==> config.mk <==
export PLATFORM = sky130hd
export DESIGN_NAME = seq_mul_alu_ctrl_flat
export DESIGN_NICKNAME = d
export VERILOG_FILES = /design/src/rtl/seq_mul_alu_ctrl_if.sv /design/src/rtl/seq_mul_alu_ctrl.sv /design/src/flat_wrapper.sv
export SDC_FILE = /design/constraint.sdc
export NUM_CORES = 1
export LEC_CHECK = 0
export ABC_AREA = 1
export ABC_CLOCK_PERIOD_IN_PS = 7000
export BUFFER_PORTS_ARGS = -buffer_cell sky130_fd_sc_hd__buf_2
export CORE_MARGIN = 2
export CORE_UTILIZATION = 40
export DETAILED_ROUTE_END_ITERATION = 16
export GPL_ROUTABILITY_DRIVEN = 0
export PLACE_DENSITY = 0.71
export SETUP_SLACK_MARGIN = 0.15
export SLEW_MARGIN = 30
export SYNTH_ARGS = -nofsm -noshare
export SYNTH_HDL_FRONTEND = slang
export SYNTH_SLANG_ARGS = --single-unit
==> constraint.sdc <==
create_clock -name clk -period 7 [get_ports clk]
set_clock_uncertainty 0.15 [all_clocks]
set_input_delay 1.4 -clock clk [delete_from_list [all_inputs] [get_ports clk]]
set_output_delay 1.4 -clock clk [all_outputs]
set_load 0.05 [all_outputs]
==> src/rtl/seq_mul_alu_ctrl_if.sv <==
// Operand, product and alu port bundle for the shift-add multiplier controller.
// Handshake rule for both in_* and out_*: a transfer happens on a rising clk
// edge where valid && ready are both 1; the sender holds its payload stable
// while valid is high and ready is low.
interface seq_mul_alu_ctrl_if #(
  parameter int DATA_WIDTH = 32
);
  logic                  in_valid;
  logic                  in_ready;
  logic [DATA_WIDTH-1:0] in_a;
  logic [DATA_WIDTH-1:0] in_b;
  logic                  out_valid;
  logic                  out_ready;
  logic [DATA_WIDTH-1:0] out_hi;
  logic [DATA_WIDTH-1:0] out_lo;
  logic                  out_zero;
  logic [DATA_WIDTH-1:0] alu_A;
  logic [DATA_WIDTH-1:0] alu_B;
  logic [2:0]            alu_ALUop;
  logic [DATA_WIDTH-1:0] alu_Result;
  logic                  alu_CarryOut;

  // Multiplier block side.
  modport slave (
    input  in_valid, in_a, in_b, out_ready, alu_Result, alu_CarryOut,
    output in_ready, out_valid, out_hi, out_lo, out_zero, alu_A, alu_B, alu_ALUop
  );

  // Environment side: operand producer, product consumer and the alu.
  modport master (
    output in_valid, in_a, in_b, out_ready, alu_Result, alu_CarryOut,
    input  in_ready, out_valid, out_hi, out_lo, out_zero, alu_A, alu_B, alu_ALUop
  );
endinterface

==> src/rtl/seq_mul_alu_ctrl.sv <==
// Multi-cycle unsigned shift-add multiplier controller. Uses an external
// combinational alu (ADD only) for the partial-product accumulation: each
// CALC cycle adds mcand into hi when lo[0] is set, then shifts {carry,hi,lo}
// right by one. After DATA_WIDTH cycles {hi,lo} holds the full product.
module seq_mul_alu_ctrl #(
  parameter int DATA_WIDTH = 32,
  parameter int CNT_W      = 6
) (
  input  logic                clk,
  input  logic                rst,
  seq_mul_alu_ctrl_if.slave   bus,
  output logic [1:0]          o_dbg_state
);

  localparam logic [2:0]       ALU_ADD  = 3'b010;
  localparam logic [CNT_W-1:0] CNT_LAST = CNT_W'(DATA_WIDTH - 1);

  typedef enum logic [1:0] {
    S_IDLE = 2'd0,
    S_CALC = 2'd1,
    S_DONE = 2'd2
  } state_t;

  state_t                  r_state;
  state_t                  w_next;
  logic [DATA_WIDTH-1:0]   r_mcand;
  logic [DATA_WIDTH-1:0]   r_hi;
  logic [DATA_WIDTH-1:0]   r_lo;
  logic [CNT_W-1:0]        r_cnt;
  logic                    r_zero;
  logic                    w_accept;
  logic                    w_last;
  logic [2*DATA_WIDTH-1:0] w_next_prod;

  assign w_accept    = (r_state == S_IDLE) && bus.in_valid;
  assign w_last      = (r_cnt == CNT_LAST);
  // Carry becomes the new hi MSB after the shift, so no product bit is lost.
  assign w_next_prod = {bus.alu_CarryOut, bus.alu_Result, r_lo[DATA_WIDTH-1:1]};

  // State register; reset aborts any multiply in flight.
  always_ff @(posedge clk or posedge rst) begin
    if (rst) r_state <= S_IDLE;
    else     r_state <= w_next;
  end

  // Next-state decode plus handshake and alu drive outputs.
  always_comb begin
    w_next        = r_state;
    bus.in_ready  = 1'b0;
    bus.out_valid = 1'b0;
    bus.alu_A     = '0;
    bus.alu_B     = '0;
    bus.alu_ALUop = ALU_ADD;
    case (r_state)
      S_IDLE: begin
        bus.in_ready = 1'b1;
        if (bus.in_valid) w_next = S_CALC;
      end
      S_CALC: begin
        bus.alu_A = r_hi;
        bus.alu_B = r_lo[0] ? r_mcand : '0;
        if (w_last) w_next = S_DONE;
      end
      S_DONE: begin
        bus.out_valid = 1'b1;
        if (bus.out_ready) w_next = S_IDLE;
      end
      default: w_next = S_IDLE;
    endcase
  end

  // Operand capture, shift-add accumulation and the registered zero flag.
  always_ff @(posedge clk or posedge rst) begin
    if (rst) begin
      r_mcand <= '0;
      r_hi    <= '0;
      r_lo    <= '0;
      r_cnt   <= '0;
      r_zero  <= 1'b1;
    end else if (w_accept) begin
      r_mcand <= bus.in_a;
      r_hi    <= '0;
      r_lo    <= bus.in_b;
      r_cnt   <= '0;
      r_zero  <= ~|bus.in_b;
    end else if (r_state == S_CALC) begin
      r_hi    <= w_next_prod[2*DATA_WIDTH-1:DATA_WIDTH];
      r_lo    <= w_next_prod[DATA_WIDTH-1:0];
      r_zero  <= ~|w_next_prod;
      r_cnt   <= w_last ? '0 : r_cnt + 1'b1;
    end
  end

  assign bus.out_hi   = r_hi;
  assign bus.out_lo   = r_lo;
  assign bus.out_zero = r_zero;
  assign o_dbg_state  = r_state;

endmodule

==> src/flat_wrapper.sv <==
// flat-port wrapper written by rule: the top's interface ports become plain ports
module seq_mul_alu_ctrl_flat 
#(
  parameter int DATA_WIDTH = 32,
  parameter int CNT_W      = 6
)
  (clk, rst, o_dbg_state, bus_in_valid, bus_in_a, bus_in_b, bus_out_ready, bus_alu_Result, bus_alu_CarryOut, bus_in_ready, bus_out_valid, bus_out_hi, bus_out_lo, bus_out_zero, bus_alu_A, bus_alu_B, bus_alu_ALUop);
  seq_mul_alu_ctrl_if #(.DATA_WIDTH(DATA_WIDTH)) bus_i ();
  input  logic clk;
  input  logic rst;
  output logic [1:0] o_dbg_state;
  input wire logic [$bits(bus_i.in_valid)-1:0] bus_in_valid;
  input wire logic [$bits(bus_i.in_a)-1:0] bus_in_a;
  input wire logic [$bits(bus_i.in_b)-1:0] bus_in_b;
  input wire logic [$bits(bus_i.out_ready)-1:0] bus_out_ready;
  input wire logic [$bits(bus_i.alu_Result)-1:0] bus_alu_Result;
  input wire logic [$bits(bus_i.alu_CarryOut)-1:0] bus_alu_CarryOut;
  output wire logic [$bits(bus_i.in_ready)-1:0] bus_in_ready;
  output wire logic [$bits(bus_i.out_valid)-1:0] bus_out_valid;
  output wire logic [$bits(bus_i.out_hi)-1:0] bus_out_hi;
  output wire logic [$bits(bus_i.out_lo)-1:0] bus_out_lo;
  output wire logic [$bits(bus_i.out_zero)-1:0] bus_out_zero;
  output wire logic [$bits(bus_i.alu_A)-1:0] bus_alu_A;
  output wire logic [$bits(bus_i.alu_B)-1:0] bus_alu_B;
  output wire logic [$bits(bus_i.alu_ALUop)-1:0] bus_alu_ALUop;
  assign bus_i.in_valid = bus_in_valid;
  assign bus_i.in_a = bus_in_a;
  assign bus_i.in_b = bus_in_b;
  assign bus_i.out_ready = bus_out_ready;
  assign bus_i.alu_Result = bus_alu_Result;
  assign bus_i.alu_CarryOut = bus_alu_CarryOut;
  assign bus_in_ready = bus_i.in_ready;
  assign bus_out_valid = bus_i.out_valid;
  assign bus_out_hi = bus_i.out_hi;
  assign bus_out_lo = bus_i.out_lo;
  assign bus_out_zero = bus_i.out_zero;
  assign bus_alu_A = bus_i.alu_A;
  assign bus_alu_B = bus_i.alu_B;
  assign bus_alu_ALUop = bus_i.alu_ALUop;
  seq_mul_alu_ctrl #(.DATA_WIDTH(DATA_WIDTH), .CNT_W(CNT_W)) u_core (.clk(clk), .rst(rst), .bus(bus_i), .o_dbg_state(o_dbg_state));
endmodule
==> flow_summary.ini, run 1 <==
[grt]
grt_pass1_vias = 4334
overflow = 0
grtUsageTotal = 0.209
antenna_found_initial = 0
grt_max_degree = 75
grt_pass1_wl_um = 21600

[floorplan]
fp.dieW_um = 116
die_area_um2 = 13400
coreArea_um2 = 12100
start_util = 0.412
rows = 40
ioPinCount = 237
fp.dieH_um = 116

[worst_setup_path]
crit_path_end = bus_alu_B[31]
crit_type = reg -> out
ff2ff_path_depth = 9
cp-start-kind = flop
cp_top_family = buffers and inverters
slowest_delay_ns = 0.48
cp_num_cells = 7
critPathMaxFanout = 38
critPathSlowestCell = buf_4
r2r_slack_ns = 3.98
end_kind = primary output
worstPathCellList = inv_1, nor2_4, buf_4, inv_2, buf_4, nor2_1, buf_2
crit_arrival_ns = 2.45
timing.critical_path.buf_inv = 5
startpoint = u_core.o_dbg_state[0]$_DFFE_PP0P_
r2r_end = u_core.bus.out_zero$_DFFE_PP1P_
r2r_start = u_core.o_dbg_state[0]$_DFFE_PP0P_
critPathMostFrequentCell = buf_4
crit_required_ns = 5.45

[layout]
stdcell_count = 1014
n_fill_cell = 1207
finalCoreUtilization = 0.536
seq_area_um2 = 2630
multiInputGateArea_um2 = 1760
area_growth_pct = 30.2
diodes = 0
layout-drive-gt1-share = 0.310
num-nets-final = 943

[drt]
drcViolationCount = 0
ant_nets = 0
via_per_inst = 4.60
drt_iter0_markers = 293
wl_um = 14000
drt_pass1_iterations = 5
routedWlPerCell_um = 13.8
vias = 4662

[clock_network]
cts.clk_slew.worst_paths_ns = 0.07
cts_max_path_buffers = 2
clock-root-buffer = clkbuf_16
numCtsBuffers = 9
postCtsSetupRepairBufs = 0
hold_buffers = 0
cts.repair.resized = 0
cts_tree = yes
cts.sinks = 105
clk_latency_ns = 0.35
htree_num_levels = 3

[timing]
fmax_mhz = 250
min_period_ns = 4.00
relSlewSlack = 0.543
setup_viol = 0
drv_slew = 0
finalSetupTns_ns = 0
hold_viol = 0
post-route-period-util = 0.572
rsz0062_at_grt = false
worst_pin_slew_ns = 0.686

[synthesis]
synth-seq-cells = 105
synthDistinctLibCells = 30
synth-edff-count = 0
ys_dominant_reg_cell = dfrtp_1
synth_most_common_cell = nand2_1
netlist.area_leader.share = 0.522
netlist_area_um2 = 4990
synth_top_cell_by_area = dfrtp_1
synthTopCellsByArea = dfrtp_1, nand2_1, nor2_1, inv_1, o21ai_0
ys_top_cells_by_count = nand2_1, nor2_1, dfrtp_1, inv_1, o21ai_0
synth-warning-count = 0
seq_area_frac_synth = 0.527
synthArstFlopShare = 1.00
syn_avg_cell_area_um2 = 7.98
synth_cells = 625

[placement]
post-place-cells = 998
io_buffers = 233
hpwl_um = 10300

[status]
status = completed

[worst_hold_path]
hold_class = reg -> reg

[run]
drv_cap = 0
-- sequential cells by signal, summed over array words and instances (netlist names) --
| signal | count |
|---|---|
| u_core.o_dbg_state | 2 |
| u_core.r_cnt | 6 |
| u_core.bus.out_lo | 32 |
| u_core.bus.out_zero | 1 |
| u_core.bus.out_hi | 32 |
| u_core.r_mcand | 32 |
-- metal layers --
layer	track usage	up-vias	part of all wire
li1	-	2360	-
met1	0.269	2079	0.43
met2	0.337	205	0.46
met3	0.0533	18	0.089
met4	0.0865	0	0.023
met5	0	-	0
-- worst min path at each step --
| stage | cells after the start | slack [ns] | to | start |
|---|---|---|---|---|
| floorplan | 2 | 0.30 | u_core.r_mcand[30]$_DFFE_PP0P_ | u_core.r_mcand[30]$_DFFE_PP0P_ |
| global placement | 2 | 0.33 | u_core.r_mcand[30]$_DFFE_PP0P_ | u_core.r_mcand[30]$_DFFE_PP0P_ |
| detailed placement | 2 | 0.33 | u_core.r_mcand[30]$_DFFE_PP0P_ | u_core.r_mcand[30]$_DFFE_PP0P_ |
| CTS | 2 | 0.35 | u_core.r_mcand[30]$_DFFE_PP0P_ | u_core.r_mcand[30]$_DFFE_PP0P_ |
| global route | 2 | 0.38 | u_core.r_mcand[31]$_DFFE_PP0P_ | u_core.r_mcand[31]$_DFFE_PP0P_ |
| finish | 2 | 0.34 | u_core.r_mcand[30]$_DFFE_PP0P_ | u_core.r_mcand[30]$_DFFE_PP0P_ |
-- through the flow --
stage	area (um2)	worst slack, ns	hold WS [ns]
after floorplan	4990	2.69	0.299
after global placement	6190	3.39	0.326
after detailed placement	6190	3.30	0.328
after CTS	6480	2.90	0.346
after global routing	6490	2.82	0.378
final	6490	3.00	0.344
-- area by class of cell --
cell class                      instances  area share
Timing Repair Buffer                  237       0.185
Multi-Input combinational cell        383       0.271
Tap cell                              168      0.0324
Sequential cell                       105       0.405
Inverter                              105      0.0611
Clock inverter                          2     0.00154
Clock buffer                           14      0.0438
-- cells in the final DEF (no fill, tap or decap), drive strengths merged, types with 4 or more instances in the layout --
cell      n
o22ai     7
inv     105
dfrtp   104
o211ai    4
clkbuf   14
buf     237
o21ai    63
o221ai   26
nand2   135
nor2    126
nand3     7
-- cell families after synthesis --
family / synth area share
AOI/OAI and AO/OA: 0.129
adders and majority gates: 0.00251
xor gates and xnor gates: 0.00527
buffers and inverters: 0.122
DFF: 0.527
other: 0.00151
and+or+nand+nor: 0.212
-- tightest hold or removal path: cells and delay by family (launching register included) --
family | cells | cell delay, ns
DFF | 1 | 0.35
and+or+nand+nor | 2 | 0.11
Power of run 1 is left out: the tool's default activity adds up to more than one toggle a clock period on the data nets, which glitch-free logic cannot reach.
==> run 2: changes to the inputs <==
Settings changed: ABC_AREA 1 to 0, ABC_CLOCK_PERIOD_IN_PS 7000 to 3830.
Clock period 7 ns to 3.83 ns, I/O delays scaled along.
==> flow_summary.ini, run 2 <==
[status]
status = completed

[clock_network]
clock-root-buffer = clkbuf_16
htree_num_levels = 3
cts_max_path_buffers = 2
postCtsSetupRepairBufs = 0
cts.sinks = 105
cts.clk_slew.worst_paths_ns = 0.06
clk_latency_ns = 0.34
cts_tree = yes
hold_buffers = 0
cts.repair.resized = 0
numCtsBuffers = 9

[placement]
hpwl_um = 10400
place_area_um2 = 6160
dp_worst_setup_slack_ns = 1.14
io_buffers = 233

[grt]
grt_max_degree = 86
grt_pass1_vias = 4439
grt_pass1_wl_um = 22600
overflow = 0
grtUsageTotal = 0.214
antenna_found_initial = 0

[drt]
ant_nets = 0
wl_um = 14400
routedWlPerCell_um = 15.4
via_per_inst = 5.15
drt_pass1_iterations = 5
vias = 4811
drt_iter0_markers = 319
drcViolationCount = 0

[layout]
mostFrequentLayoutCells = buf_2, nand2_1, dfrtp_1
design_area_um2 = 6450
area_growth_pct = 31.3
layout-drive-gt1-share = 0.334
num-nets-final = 886
final_common_cell = buf_2
diodes = 0
n_fill_cell = 1141

[timing]
finalSetupTns_ns = 0
min_period_ns = 3.08
setup_viol = 0
fmax_mhz = 324
hold_viol = 0
drv_slew = 0
rsz0062_at_grt = false
post-route-period-util = 0.805
setup_slack_ns = 0.747
relSlewSlack = 0.457
worst_pin_slew_ns = 0.815

[synthesis]
synth-warning-count = 0
syn_avg_cell_area_um2 = 8.56
netlist_area_um2 = 4910
synthDistinctLibCells = 35
synth-seq-cells = 105
synth_cells = 574
synth_top_cell_by_area = dfrtp_1
synthArstFlopShare = 1.00
synthTopCellsByArea = dfrtp_1, nand2_1, a22oi_1, and3_1, and2_1
seq_area_frac_synth = 0.535
synth-edff-count = 0
netlist.area_leader.share = 0.530
ys_dominant_reg_cell = dfrtp_1
synth_most_common_cell = nand2_1
ys_top_cells_by_count = nand2_1, dfrtp_1, nand3_1, and3_1

[power_and_ir_drop]
power_per_cell_area_nw_per_um2 = 958
internal_power_w = 0.00289
pwr-share-comb = 0.533
vdd_drop_max_uv = 591
pwr-share-seq = 0.317
p_sw_w = 0.00330
power_switching_share = 0.533
total_power_w = 0.00618
clock_power_share = 0.150
p_leak_nw = 3.61

[floorplan]
die_area_um2 = 13200
fp.dieW_um = 115
ioPinCount = 237
start_util = 0.409
fp.dieH_um = 115
coreArea_um2 = 12000
rows = 40

[worst_setup_path]
r2r_slack_ns = 1.15
crit_required_ns = 2.91
critPathMaxFanout = 69
cp-start-kind = flop
end_kind = primary output
crit_arrival_ns = 2.17
crit_type = reg -> out

[worst_hold_path]
hold_class = reg -> reg

[run]
drv_cap = 0
[run 2: cell count changes in the layout (fill, tap and decap cells not counted), sizes merged, moves of 7 or more]
cell / before / now
nand2: 135 / 232
nor2: 126 / 3
and2: 0 / 32
nor4: 0 / 24
inv: 105 / 2
o221ai: 26 / 0
and3: 0 / 33
o21ai: 63 / 6
nand3: 7 / 40
a22oi: 1 / 32
o22ai: 7 / 0
[run 2: layer usage]
layer / vias to the layer above / wire [um] / track usage
li1: 2327 / - / -
met1: 2270 / 6300 / 0.294
met2: 200 / 7100 / 0.348
met3: 14 / 819 / 0.0311
met4: 0 / 206 / 0.0795
met5: - / 0 / 0
[run 2: path summary, 6_finish.rpt]
kind | endpoint | cells after the start | from
worst min register to register | u_core.r_mcand[1]$_DFFE_PP0P_ | 2 | u_core.r_mcand[1]$_DFFE_PP0P_
max in group asynchronous | u_core.bus.out_hi[15]$_DFFE_PP0P_ | 3 | rst
worst max register to register | u_core.bus.out_lo[3]$_DFFE_PP0P_ | 7 | u_core.o_dbg_state[0]$_DFFE_PP0P_
worst min-delay path | u_core.r_mcand[1]$_DFFE_PP0P_ | 2 | u_core.r_mcand[1]$_DFFE_PP0P_
min in group asynchronous | u_core.r_mcand[19]$_DFFE_PP0P_ | 2 | rst
worst max-delay path | bus_alu_A[3] | 4 | u_core.o_dbg_state[0]$_DFFE_PP0P_
[run 2: cells by family after synthesis]
logic type      after synthesis  share of synthesized area
other cells                   2                    0.00153
compound gates               41                     0.0603
buf+inv                      45                     0.0423
xor+xnor                      1                    0.00178
mux                           1                    0.00204
simple gates                378                      0.355
flops                       105                      0.535
fa+ha+maj                     1                    0.00255
[run 2: through the flow]
stage / utilization / std cells / hold slack (ns)
6_report: 0.537 / 935 / 0.315
5_1_grt: 0.537 / 935 / 0.347
4_1_cts: 0.537 / 935 / 0.320
3_5_place_dp: 0.513 / 920 / 0.304
3_3_place_gp: 0.512 / 920 / 0.299
2_1_floorplan: - / 575 / 0.287
[run 2: power groups by stage]
stage / Sequential [W] / Combinational, W / Clock [W]
6_report: 0.00196 / 0.00330 / 0.000925
5_1_grt: 0.00203 / 0.00351 / 0.000991
4_1_cts: 0.00196 / 0.00332 / 0.000951
3_5_place_dp: 0.00197 / 0.00331 / 0
3_3_place_gp: 0.00195 / 0.00327 / 0
2_1_floorplan: 0.00270 / 0.00176 / 0
[run 2: layout make-up]
| type | instances | area [um2] | share of cell area |
|---|---|---|---|
| Clock inverter | 3 | 40.0 | 0.00621 |
| Tap cell | 147 | 184 | 0.0285 |
| Sequential cell | 105 | 2630 | 0.407 |
| Clock buffer | 12 | 256 | 0.0398 |
| Inverter | 2 | 12.5 | 0.00194 |
| Multi-Input combinational cell | 425 | 2090 | 0.324 |
| Timing Repair Buffer | 241 | 1240 | 0.192 |
[run 2: critical path, cell delays in order, from the launching register on]
cell and delay, ns:
dfrtp_1 0.44, nor2b_4 0.57, buf_12 0.32, and2_1 0.18
buf_2 0.26
Power figures use the tool's default switching activity.
